`config.mk`:
```
export PLATFORM = sky130hd
export DESIGN_NAME = keyboard_decoder_flat
export DESIGN_NICKNAME = d
export VERILOG_FILES = /design/src/rtl/keyboard_decoder_pkg.sv /design/src/rtl/keyboard_decoder_if.sv /design/src/rtl/ps2_strobe_sync.sv /design/src/rtl/keyboard_decoder.sv /design/src/flat_wrapper.sv
export SDC_FILE = /design/constraint.sdc
export NUM_CORES = 1
export LEC_CHECK = 0
export ABC_AREA = 0
export BUFFER_PORTS_ARGS = -buffer_cell sky130_fd_sc_hd__buf_2
export CORE_MARGIN = 2
export CORE_UTILIZATION = 50
export DETAILED_ROUTE_END_ITERATION = 12
export GPL_TIMING_DRIVEN = 0
export PLACE_DENSITY = 0.81
export RECOVER_POWER = 100
export SETUP_SLACK_MARGIN = 0.2
export SLEW_MARGIN = 20
export SYNTH_ARGS = -nofsm -noshare
export SYNTH_HDL_FRONTEND = slang
export SYNTH_SLANG_ARGS = --single-unit
```
`constraint.sdc`:
```
create_clock -name clk -period 2.1 [get_ports clk]
set_input_delay 0.42 -clock clk [delete_from_list [all_inputs] [get_ports clk]]
set_output_delay 0.42 -clock clk [all_outputs]
set_load 0.01 [all_outputs]
```
`src/rtl/keyboard_decoder_pkg.sv`:
```
// Shared types and constants for the PS/2 Set-2 keyboard decoder:
// FSM states, scancodes, key bit indices and the scancode-to-key mapping.
package kbd_pkg;

  typedef enum logic [2:0] {
    ST_IDLE,
    ST_GOT_E0,
    ST_GOT_F0,
    ST_GOT_E0F0,
    ST_SKIP_E1
  } kbd_state_t;

  localparam logic [7:0] SC_E0     = 8'hE0;
  localparam logic [7:0] SC_E1     = 8'hE1;
  localparam logic [7:0] SC_F0     = 8'hF0;
  localparam logic [7:0] SC_W      = 8'h1D;
  localparam logic [7:0] SC_S      = 8'h1B;
  localparam logic [7:0] SC_A      = 8'h1C;
  localparam logic [7:0] SC_D      = 8'h23;
  localparam logic [7:0] SC_SPACE  = 8'h29;
  localparam logic [7:0] SC_ENTER  = 8'h5A;
  localparam logic [7:0] SC_ESC    = 8'h76;
  localparam logic [7:0] SC_UP     = 8'h75;
  localparam logic [7:0] SC_DOWN   = 8'h72;
  localparam logic [7:0] SC_LEFT   = 8'h6B;
  localparam logic [7:0] SC_RIGHT  = 8'h74;
  localparam logic [7:0] SC_BAT_OK = 8'hAA;
  localparam logic [7:0] SC_ACK    = 8'hFA;
  localparam logic [7:0] SC_RESEND = 8'hFE;
  localparam logic [7:0] SC_ERR0   = 8'h00;
  localparam logic [7:0] SC_ERR1   = 8'hFF;

  localparam int KEY_UP    = 0;
  localparam int KEY_DOWN  = 1;
  localparam int KEY_LEFT  = 2;
  localparam int KEY_RIGHT = 3;
  localparam int KEY_BOMB  = 4;
  localparam int NUM_KEYS  = 5;

  // Pause (E1 14 77 E1 F0 14 F0 77) has 7 bytes after the leading E1.
  localparam logic [2:0] E1_SKIP_LEN = 3'd7;

  typedef struct packed {
    logic       hit;
    logic       p2;
    logic [2:0] idx;
  } key_map_t;

  function automatic logic is_ignored(input logic [7:0] code);
    return (code == SC_BAT_OK) || (code == SC_ACK) || (code == SC_RESEND) ||
           (code == SC_ERR0) || (code == SC_ERR1);
  endfunction

  function automatic key_map_t map_key(input logic [7:0] code, input logic ext);
    key_map_t m;
    m = '0;
    if (!ext) begin
      case (code)
        SC_W:     m = '{hit: 1'b1, p2: 1'b0, idx: 3'(KEY_UP)};
        SC_S:     m = '{hit: 1'b1, p2: 1'b0, idx: 3'(KEY_DOWN)};
        SC_A:     m = '{hit: 1'b1, p2: 1'b0, idx: 3'(KEY_LEFT)};
        SC_D:     m = '{hit: 1'b1, p2: 1'b0, idx: 3'(KEY_RIGHT)};
        SC_SPACE: m = '{hit: 1'b1, p2: 1'b0, idx: 3'(KEY_BOMB)};
        SC_ENTER: m = '{hit: 1'b1, p2: 1'b1, idx: 3'(KEY_BOMB)};
        default:  m = '0;
      endcase
    end else begin
      case (code)
        SC_UP:    m = '{hit: 1'b1, p2: 1'b1, idx: 3'(KEY_UP)};
        SC_DOWN:  m = '{hit: 1'b1, p2: 1'b1, idx: 3'(KEY_DOWN)};
        SC_LEFT:  m = '{hit: 1'b1, p2: 1'b1, idx: 3'(KEY_LEFT)};
        SC_RIGHT: m = '{hit: 1'b1, p2: 1'b1, idx: 3'(KEY_RIGHT)};
        default:  m = '0;
      endcase
    end
    return m;
  endfunction

endpackage

```
`src/rtl/keyboard_decoder_if.sv`:
```
// Byte input and decoded key-state output bundle of the keyboard decoder.
interface keyboard_decoder_if;
  import kbd_pkg::*;

  logic [7:0]          data_in;
  logic                data_valide;
  logic [NUM_KEYS-1:0] p1_keys;
  logic [NUM_KEYS-1:0] p2_keys;
  logic                key_event;
  logic [7:0]          key_code;
  logic                key_ext;
  logic                key_break;
  logic                esc_pulse;

  modport master (
    output data_in, data_valide,
    input  p1_keys, p2_keys, key_event, key_code, key_ext, key_break, esc_pulse
  );

  modport slave (
    input  data_in, data_valide,
    output p1_keys, p2_keys, key_event, key_code, key_ext, key_break, esc_pulse
  );
endinterface

```
`src/rtl/ps2_strobe_sync.sv`:
```
// Brings the PS/2 byte strobe and data into clk: 2-flop sync on both,
// plus a third strobe flop so exactly one accept pulse is made per byte.
module ps2_strobe_sync (
  input  logic       clk,
  input  logic       reset_n,
  input  logic       i_strobe,
  input  logic [7:0] i_data,
  output logic       o_accept,
  output logic [7:0] o_data
);
  logic       r_stb_meta, r_stb_sync, r_stb_prev;
  logic [7:0] r_data_meta, r_data_sync;

  always_ff @(posedge clk or negedge reset_n) begin
    if (!reset_n) begin
      r_stb_meta  <= 1'b0;
      r_stb_sync  <= 1'b0;
      r_stb_prev  <= 1'b0;
      r_data_meta <= '0;
      r_data_sync <= '0;
    end else begin
      r_stb_meta  <= i_strobe;
      r_stb_sync  <= r_stb_meta;
      r_stb_prev  <= r_stb_sync;
      r_data_meta <= i_data;
      r_data_sync <= r_data_meta;
    end
  end

  // Data is stable for the whole strobe, so its synced copy is settled when the edge is seen.
  assign o_accept = r_stb_sync & ~r_stb_prev;
  assign o_data   = r_data_sync;
endmodule

```
`src/rtl/keyboard_decoder.sv`:
```
// PS/2 Set-2 prefix parser (E0/F0/E1) producing held-key bitmaps for two
// players and a one-cycle event report per completed make/break code.
module keyboard_decoder
  import kbd_pkg::*;
#(
  parameter int TIMEOUT_CYCLES = 2_500_000
) (
  input logic               clk,
  input logic               reset_n,
  keyboard_decoder_if.slave bus
);
  localparam int TW = $clog2(TIMEOUT_CYCLES + 1);

  logic                w_accept;
  logic [7:0]          w_byte;
  kbd_state_t          r_state, w_state_next;
  logic [2:0]          r_skip, w_skip_next;
  logic [TW-1:0]       r_tmo, w_tmo_next;
  logic                w_emit, w_ext, w_brk, w_esc;
  key_map_t            w_map;
  logic [NUM_KEYS-1:0] w_p1_next, w_p2_next;
  logic [NUM_KEYS-1:0] r_p1, r_p2;
  logic                r_event, r_ext, r_brk, r_esc;
  logic [7:0]          r_code;

  ps2_strobe_sync u_sync (
    .clk      (clk),
    .reset_n  (reset_n),
    .i_strobe (bus.data_valide),
    .i_data   (bus.data_in),
    .o_accept (w_accept),
    .o_data   (w_byte)
  );

  always_ff @(posedge clk or negedge reset_n) begin
    if (!reset_n) begin
      r_state <= ST_IDLE;
      r_skip  <= '0;
      r_tmo   <= '0;
    end else begin
      r_state <= w_state_next;
      r_skip  <= w_skip_next;
      r_tmo   <= w_tmo_next;
    end
  end

  // An accepted byte takes priority over a timeout expiring in the same cycle.
  always_comb begin
    w_state_next = r_state;
    w_skip_next  = r_skip;
    w_tmo_next   = r_tmo;
    if (w_accept) begin
      w_tmo_next = '0;
      case (r_state)
        ST_IDLE: begin
          if (w_byte == SC_E0) w_state_next = ST_GOT_E0;
          else if (w_byte == SC_F0) w_state_next = ST_GOT_F0;
          else if (w_byte == SC_E1) begin
            w_state_next = ST_SKIP_E1;
            w_skip_next  = E1_SKIP_LEN;
          end
        end
        ST_GOT_E0: begin
          if (w_byte == SC_F0) w_state_next = ST_GOT_E0F0;
          else if (w_byte != SC_E0) w_state_next = ST_IDLE;
        end
        ST_GOT_F0:   if (w_byte != SC_F0) w_state_next = ST_IDLE;
        ST_GOT_E0F0: w_state_next = ST_IDLE;
        ST_SKIP_E1: begin
          w_skip_next = r_skip - 3'd1;
          if (r_skip <= 3'd1) begin
            w_state_next = ST_IDLE;
            w_skip_next  = '0;
          end
        end
        default: w_state_next = ST_IDLE;
      endcase
    end else if (r_state == ST_IDLE) begin
      w_tmo_next = '0;
    end else if (r_tmo == TW'(TIMEOUT_CYCLES - 1)) begin
      w_state_next = ST_IDLE;
      w_tmo_next   = '0;
      w_skip_next  = '0;
    end else begin
      w_tmo_next = r_tmo + 1'b1;
    end
  end

  always_comb begin
    w_emit = 1'b0;
    w_ext  = 1'b0;
    w_brk  = 1'b0;
    if (w_accept) begin
      case (r_state)
        ST_IDLE:     w_emit = (w_byte != SC_E0) && (w_byte != SC_F0) &&
                              (w_byte != SC_E1) && !is_ignored(w_byte);
        ST_GOT_E0: begin
          w_emit = (w_byte != SC_F0) && (w_byte != SC_E0);
          w_ext  = 1'b1;
        end
        ST_GOT_F0: begin
          w_emit = (w_byte != SC_F0);
          w_brk  = 1'b1;
        end
        ST_GOT_E0F0: begin
          w_emit = 1'b1;
          w_ext  = 1'b1;
          w_brk  = 1'b1;
        end
        default: w_emit = 1'b0;
      endcase
    end
    w_map = map_key(w_byte, w_ext);
    w_esc = w_emit && !w_brk && !w_ext && (w_byte == SC_ESC);
    w_p1_next = r_p1;
    w_p2_next = r_p2;
    for (int k = 0; k < NUM_KEYS; k++) begin
      if (w_emit && w_map.hit && (w_map.idx == 3'(k))) begin
        if (w_map.p2) w_p2_next[k] = ~w_brk;
        else          w_p1_next[k] = ~w_brk;
      end
    end
  end

  always_ff @(posedge clk or negedge reset_n) begin
    if (!reset_n) begin
      r_p1    <= '0;
      r_p2    <= '0;
      r_event <= 1'b0;
      r_esc   <= 1'b0;
      r_code  <= '0;
      r_ext   <= 1'b0;
      r_brk   <= 1'b0;
    end else begin
      r_p1    <= w_p1_next;
      r_p2    <= w_p2_next;
      r_event <= w_emit;
      r_esc   <= w_esc;
      if (w_emit) begin
        r_code <= w_byte;
        r_ext  <= w_ext;
        r_brk  <= w_brk;
      end
    end
  end

  assign bus.p1_keys   = r_p1;
  assign bus.p2_keys   = r_p2;
  assign bus.key_event = r_event;
  assign bus.key_code  = r_code;
  assign bus.key_ext   = r_ext;
  assign bus.key_break = r_brk;
  assign bus.esc_pulse = r_esc;
endmodule

```
`src/flat_wrapper.sv`:
```
// flat-port wrapper written by rule: the top's interface ports become plain ports
module keyboard_decoder_flat import kbd_pkg::*;
#(
  parameter int TIMEOUT_CYCLES = 2_500_000
)
  (clk, reset_n, bus_data_in, bus_data_valide, bus_p1_keys, bus_p2_keys, bus_key_event, bus_key_code, bus_key_ext, bus_key_break, bus_esc_pulse);
  keyboard_decoder_if bus_i ();
  input logic clk;
  input logic reset_n;
  input wire logic [$bits(bus_i.data_in)-1:0] bus_data_in;
  input wire logic [$bits(bus_i.data_valide)-1:0] bus_data_valide;
  output wire logic [$bits(bus_i.p1_keys)-1:0] bus_p1_keys;
  output wire logic [$bits(bus_i.p2_keys)-1:0] bus_p2_keys;
  output wire logic [$bits(bus_i.key_event)-1:0] bus_key_event;
  output wire logic [$bits(bus_i.key_code)-1:0] bus_key_code;
  output wire logic [$bits(bus_i.key_ext)-1:0] bus_key_ext;
  output wire logic [$bits(bus_i.key_break)-1:0] bus_key_break;
  output wire logic [$bits(bus_i.esc_pulse)-1:0] bus_esc_pulse;
  assign bus_i.data_in = bus_data_in;
  assign bus_i.data_valide = bus_data_valide;
  assign bus_p1_keys = bus_i.p1_keys;
  assign bus_p2_keys = bus_i.p2_keys;
  assign bus_key_event = bus_i.key_event;
  assign bus_key_code = bus_i.key_code;
  assign bus_key_ext = bus_i.key_ext;
  assign bus_key_break = bus_i.key_break;
  assign bus_esc_pulse = bus_i.esc_pulse;
  keyboard_decoder #(.TIMEOUT_CYCLES(TIMEOUT_CYCLES)) u_core (.clk(clk), .reset_n(reset_n), .bus(bus_i));
endmodule
```
Word-level counts from Yosys, hierarchy flattened --
Cells that the tools add are included.
Storage, ports and cells: register bits after elaboration 69, input bits 11, output and inout port bits 22, logic and storage cells 135
Cells by class: add/subtract/negate cells 2, $lt $le $gt $ge 1, equal/unequal tests 39, muxes and demuxes 29, bitwise operators 4, reductions and logical operators 37
Operator list (count):
- two-way mux 22 bit | 3
- == test 8 bit (second input constant) | 7
- == test 8 x 7 -> 1 bit (second input constant) | 6
- two-way mux 3 bit | 15
- one-hot mux 5 bit (6 select lines) | 1
- == test 8 x 5 -> 1 bit (second input constant) | 3
- inequality test 8 bit (second input constant) | 3
- adder 22 x 1 -> 22 bit (second input constant) | 1
- == test 22 bit (second input constant) | 1
- one-hot mux 5 bit (4 select lines) | 1
- AND reduction 2 bit | 10
- == test 8 x 6 -> 1 bit (second input constant) | 2
- == test 3 x 2 -> 1 bit (second input constant) | 4
- logical AND 1 bit | 12
- one-hot mux 3 bit (4 select lines) | 1
- AND reduction 6 bit | 2
- logical NOT 8 bit | 1
- == test 3 x 1 -> 1 bit (second input constant) | 2
- == test 3 bit (second input constant) | 2
- logical NOT 3 bit | 2
- inequality test 2 bit (second input constant) | 3
- inequality test 3 x 2 -> 1 bit (second input constant) | 2
- one-hot mux 3 bit (2 select lines) | 1
- two-way mux 1 bit | 5
- other kinds (14) | 22

Depth between registers and ports, before layout --
word-level depth 12, gate-level depth with buffers 7, gate-level depth less buffers 6

Modules after synthesis --
Synthesis repeated with hierarchy kept, for this count alone.
Second synthesis, totals: cell total of the unflattened synthesis 302, area, all modules 3342.0 µm²
Modules (own cells, without submodules):
- keyboard_decoder | instances 1, cells an instance 282, area each 2852.7 µm², seq. area each 1251.2 µm²
- ps2_strobe_sync | instances 1, cells an instance 20, area each 489.2 µm², seq. area each 475.5 µm²

Least setup slack after synthesis --
No wires, ideal clock.
path type register to register, start point reg u_core.u_sync.r_data_sync[7], in the netlist u_core.u_sync.o_data[7], end point reg u_core.r_p2[0], in the netlist u_core.bus.p2_keys[0], setup time 125 ps, arrival time 1845 ps, data required time 1975 ps, path slack 130 ps, cell stages (with the launch flop) 6, clock period less this slack 1970 ps, cells stage by stage dfrtp_1 -> and4bb_2 -> nand3_2 -> a221o_1 -> nor4_2 -> mux2_2
Between the ends: cells in the longest elaborated chain, start to end 12
RTL lines:
- start, declared | RTL line ps2_strobe_sync.sv:12 | logic [7:0] r_data_meta, r_data_sync;
- start signal, assigned | RTL line ps2_strobe_sync.sv:26 | r_data_sync <= r_data_meta;
- == test 8 bit | RTL line keyboard_decoder_pkg.sv:50 | return (code == SC_BAT_OK) || (code == SC_ACK) || (code == SC_RESEND) ||
- logical OR 1 bit (3 in a row) | RTL line keyboard_decoder_pkg.sv:50
- logical OR 1 bit | RTL line keyboard_decoder_pkg.sv:51 | (code == SC_ERR0) || (code == SC_ERR1);
- logical NOT 1 bit | RTL line keyboard_decoder.sv:96 | (w_byte != SC_E1) && !is_ignored(w_byte);
- logical AND 1 bit | RTL line keyboard_decoder.sv:96
- one-hot mux 1 bit (4 select lines) | RTL line keyboard_decoder.sv:94 | case (r_state)
- two-way mux 1 bit | RTL line keyboard_decoder.sv:93 | if (w_accept) begin
- logical AND 1 bit (2 in a row) | RTL line keyboard_decoder.sv:118 | if (w_emit && w_map.hit && (w_map.idx == 3'(k))) begin
- AND reduction 2 bit (no line) *
- end signal, assigned | RTL line keyboard_decoder.sv:136 | r_p2 <= w_p2_next;
- end, declared | RTL line keyboard_decoder.sv:22 | logic [NUM_KEYS-1:0] r_p1, r_p2;
Mark *: on every way between the ends. The rest lies on a longest branch, timed or not. A chain may end at the register's enable or synchronous reset.

Final worst setup path --
start point reg u_core.u_sync.r_stb_prev, end point reg u_core.r_p1[1], in the netlist u_core.bus.p1_keys[1]
Between the ends: cells in the longest elaborated chain, start to end 7
RTL lines:
- start, declared | RTL line ps2_strobe_sync.sv:11 | logic r_stb_meta, r_stb_sync, r_stb_prev;
- start signal, assigned | RTL line ps2_strobe_sync.sv:24 | r_stb_prev <= r_stb_sync;
- NOT 1 bit * | RTL line ps2_strobe_sync.sv:31 | assign o_accept = r_stb_sync & ~r_stb_prev;
- AND 1 bit * | RTL line ps2_strobe_sync.sv:31
- two-way mux 1 bit | RTL line keyboard_decoder.sv:93
- two-way mux 5 bit | RTL line keyboard_decoder_pkg.sv:57 | if (!ext) begin
- == test 3 x 1 -> 1 bit or logical AND 1 bit (tied branches) | RTL line keyboard_decoder.sv:118
- logical AND 1 bit | RTL line keyboard_decoder.sv:118
- AND reduction 2 bit (no line)
- end signal, assigned | RTL line keyboard_decoder.sv:135 | r_p1 <= w_p1_next;
- end, declared | RTL line keyboard_decoder.sv:22
Marked as above.

==> impl_metrics.py <==
metrics = {
    "synthesis": {
        "synth_cell_type_count": 73,
        "synthArstFlopShare_pct": 100,
        "yosys.area.top_type_share_pct": 46.4,
        "ys.flop_type": "dfrtp_1",
        "synth_edf_count": 0,
        "netlist_area_sq_um": 3720,
        "synth.top_cells.by_count": "dfrtp_1 (69), nor2_1 (35), nand2_1 (22), nand3_1 (21), xnor2_1 (16)",
        "postSynthCellCount": 365,
        "syn_area_per_cell_sq_um": 10.2,
        "syn_nets": 378,
        "synth_most_common_cell": "dfrtp_1",
        "yosysSeqAreaShare_pct": 46.4,
        "synth_area_leaders": "dfrtp_1 (46%), xnor2_1 (3.8%), nor2_1 (3.5%)",
        "ys_ff_latch": 69,
        "yosysTopAreaCell": "dfrtp_1",
        "synth.yosys.warnings": 0,
    },
    "cts": {
        "cts_tree": "built",
        "cts_max_path_buffers": 2,
        "path_clk_slew_ps": 70,
        "root_buffer": "clkbuf_8",
        "cts_buffers": 9,
        "clock-sinks": 69,
        "htree_levels": 3,
        "clk_latency_ps": 350,
    },
    "floorplan": {
        "rows": 31,
        "die_w_um": 90.2,
        "initial_utilization_pct": 51.5,
        "coreArea_sq_um": 7210,
        "die_y_um": 90.2,
        "ioPinCount": 33,
        "dieArea_sq_um": 8140,
    },
    "detailed_routing": {
        "routed_wl_um": 9270,
        "wl_per_cell_um": 17.3,
        "met3WireLength_um": 721,
        "routed-via-count": 3304,
        "drt_iter0_markers": 319,
        "wl_met1_um": 3970,
        "drc": 0,
        "drtPass1Iterations": 6,
        "wl_met2_um": 4400,
        "ant_nets": 0,
        "avgViaCountPerCell": 6.15,
        "highest_layer": "met4",
    },
    "worst_setup_path": {
        "cp-start-kind": "flop",
        "arrival_ps": 2340,
        "r2r_start": "u_core.u_sync.r_stb_prev",
        "regToRegSetupSlack_ps": -6,
        "crit_fanout": 5,
        "crit_path_start": "u_core.u_sync.r_stb_prev",
        "setup.worst_path.class": "flop to flop",
        "critPathRequiredTime_ps": 2340,
        "cp_cell_sequence": "nand4bb_2, a41oi_4, a22oi_2, nor4_2, mux2_2",
        "cp-end-kind": "flop",
        "crit_buf_inv": 0,
        "path_delay_family": "simple AND/OR/NAND/NOR gates",
        "slowest_stage": "dfrtp_2",
        "max_stage_delay_ps": 450,
    },
    "global_routing": {
        "antenna_found_initial": 0,
        "grt_usage_pct": 21.7,
        "grt_pass1_wl_um": 14500,
        "overflow": 0,
        "grt_max_degree": 50,
        "grt_pass1_vias": 2953,
    },
    "timing": {
        "setup_viol": 3,
        "finalHoldViolCount": 0,
        "rsz0062_at_grt": "yes",
        "slew_violations": 0,
        "worst_slack_ps": -6.33,
        "setup_tns_ps": -12.4,
        "fin_skew_ps": 9.29,
        "worstMarginPinSlew_ps": 1140,
        "slew-limit-headroom_pct": 24.2,
        "finalCriticalPeriod_ps": 2110,
        "finalCritPeriodShare_pct": 100,
        "fmax_mhz": 475,
    },
    "worst_hold_path": {
        "hold_class": "input pin to flop",
        "hp-start": "bus_data_in[1]",
    },
    "placement": {
        "place.gp.congestion": 0.913,
        "hpwl_um": 5850,
        "port_buffers": 32,
    },
    "pwr": {
        "ir_drop_uv": 447,
        "powerDensity_nw_per_um2": 772,
        "cellLeakagePower_nw": 1.82,
        "finalPower_mw": 3.56,
    },
    "final_layout": {
        "drive_gt1_share_pct": 27.6,
        "syn_to_final_growth_pct": 24.0,
        "num-nets-final": 446,
        "diodes": 0,
    },
    "outcome": {
        "violations": "negative setup slack",
        "outcome": "finished, violations left",
    },
    "run": {
        "cap_viol_max_count": 0,
    },
}
through the flow:
stage                     instance area [sq um]  cells  setup WS [ps]  util [%]  hold slack [ps]
after floorplan                            3740    365            199         -              124
after global placement                     4020    496           -169      55.8              334
after detailed placement                   4050    497           -195      56.2              331
after CTS                                  4390    523           6.11      60.9              166
after global routing                       4610    537          -84.2      63.9              163
final                                      4610    537          -6.33      63.9              176
layout make-up:
class | instances | area, sq um
plain buffers | 22 | 141
flip-flops and latches | 69 | 1730
multi-input cells | 260 | 2060
well taps | 99 | 124
repair buffers | 56 | 327
fillers | 587 | 2610
inverters | 15 | 60.1
clock buffers | 10 | 128
clock inverters | 6 | 40.0
power breakdown:
part	internal (mW)	switching [mW]
Clock	0.426	0.507
Sequential	1.49	0.144
Combinational	0.432	0.564
Total	2.34	1.21
metal layers:
| layer | track usage [%] | up-vias |
|---|---|---|
| li1 | - | 1504 |
| met1 | 30.6 | 1603 |
| met2 | 34.2 | 169 |
| met3 | 3.94 | 28 |
| met4 | 6.79 | 0 |
| met5 | 0 | - |
worst paths after layout:
check | end | cells past startpoint
max | u_core.bus.p1_keys[1] | 5
min | u_core.u_sync.r_data_meta[1] | 1
max reg2reg | u_core.bus.p1_keys[1] | 5
min reg2reg | u_core.u_sync.o_data[7] | 0
max in group asynchronous | u_core.u_sync.o_data[7] | 3
min in group asynchronous | u_core.bus.key_ext | 2
timing repair:
item / 4_1_cts / 5_1_grt
endpoints found under the hold margin: 20 / 0
gates resized for setup: 28 / 46
endpoints found under the setup margin: 44 / 47
pin swaps: 4 / 19
hold buffers: 1 / 0
cloned: 0 / 2
buffers inserted: 9 / 12
flip-flops by register name, summed over array words and instances (netlist names):
signal	flops
u_core.u_sync.o_data	8
u_core.u_sync.r_stb_meta	1
u_core.r_skip	3
u_core.r_state	3
u_core.bus.key_ext	1
u_core.u_sync.r_stb_sync	1
u_core.bus.key_break	1
u_core.bus.key_event	1
u_core.r_tmo	22
u_core.u_sync.r_stb_prev	1
u_core.bus.esc_pulse	1
u_core.u_sync.r_data_meta	8
u_core.bus.p1_keys	5
u_core.bus.p2_keys	5
u_core.bus.key_code	8
cells by family (layout without fill, tap and decap cells):
group / Yosys count / count (layout) / share of synthesized area, %
DFF: 69 / 69 / 46.4
adders and majority gates: 2 / 2 / 0.673
buffers and inverters: 37 / 109 / 4.38
muxes: 9 / 9 / 2.73
AOI/OAI and AO/OA: 74 / 75 / 17.3
and+or+nand+nor: 151 / 151 / 23.1
xor gates and xnor gates: 23 / 23 / 5.42
cell usage in the layout, fill, tap and decap left out, types with 7 or more instances in the layout:
cell type	count
xor2_1	7
clkbuf_8	9
nand2_1	22
nor3_1	10
nand4_1	10
dfrtp_1	65
o2111ai_1	8
xnor2_1	16
clkbuf_1	30
nand3_1	21
nor2_1	34
buf_4	21
buf_6	9
inv_1	14
buf_2	12
Power figures use the tool's default switching activity.
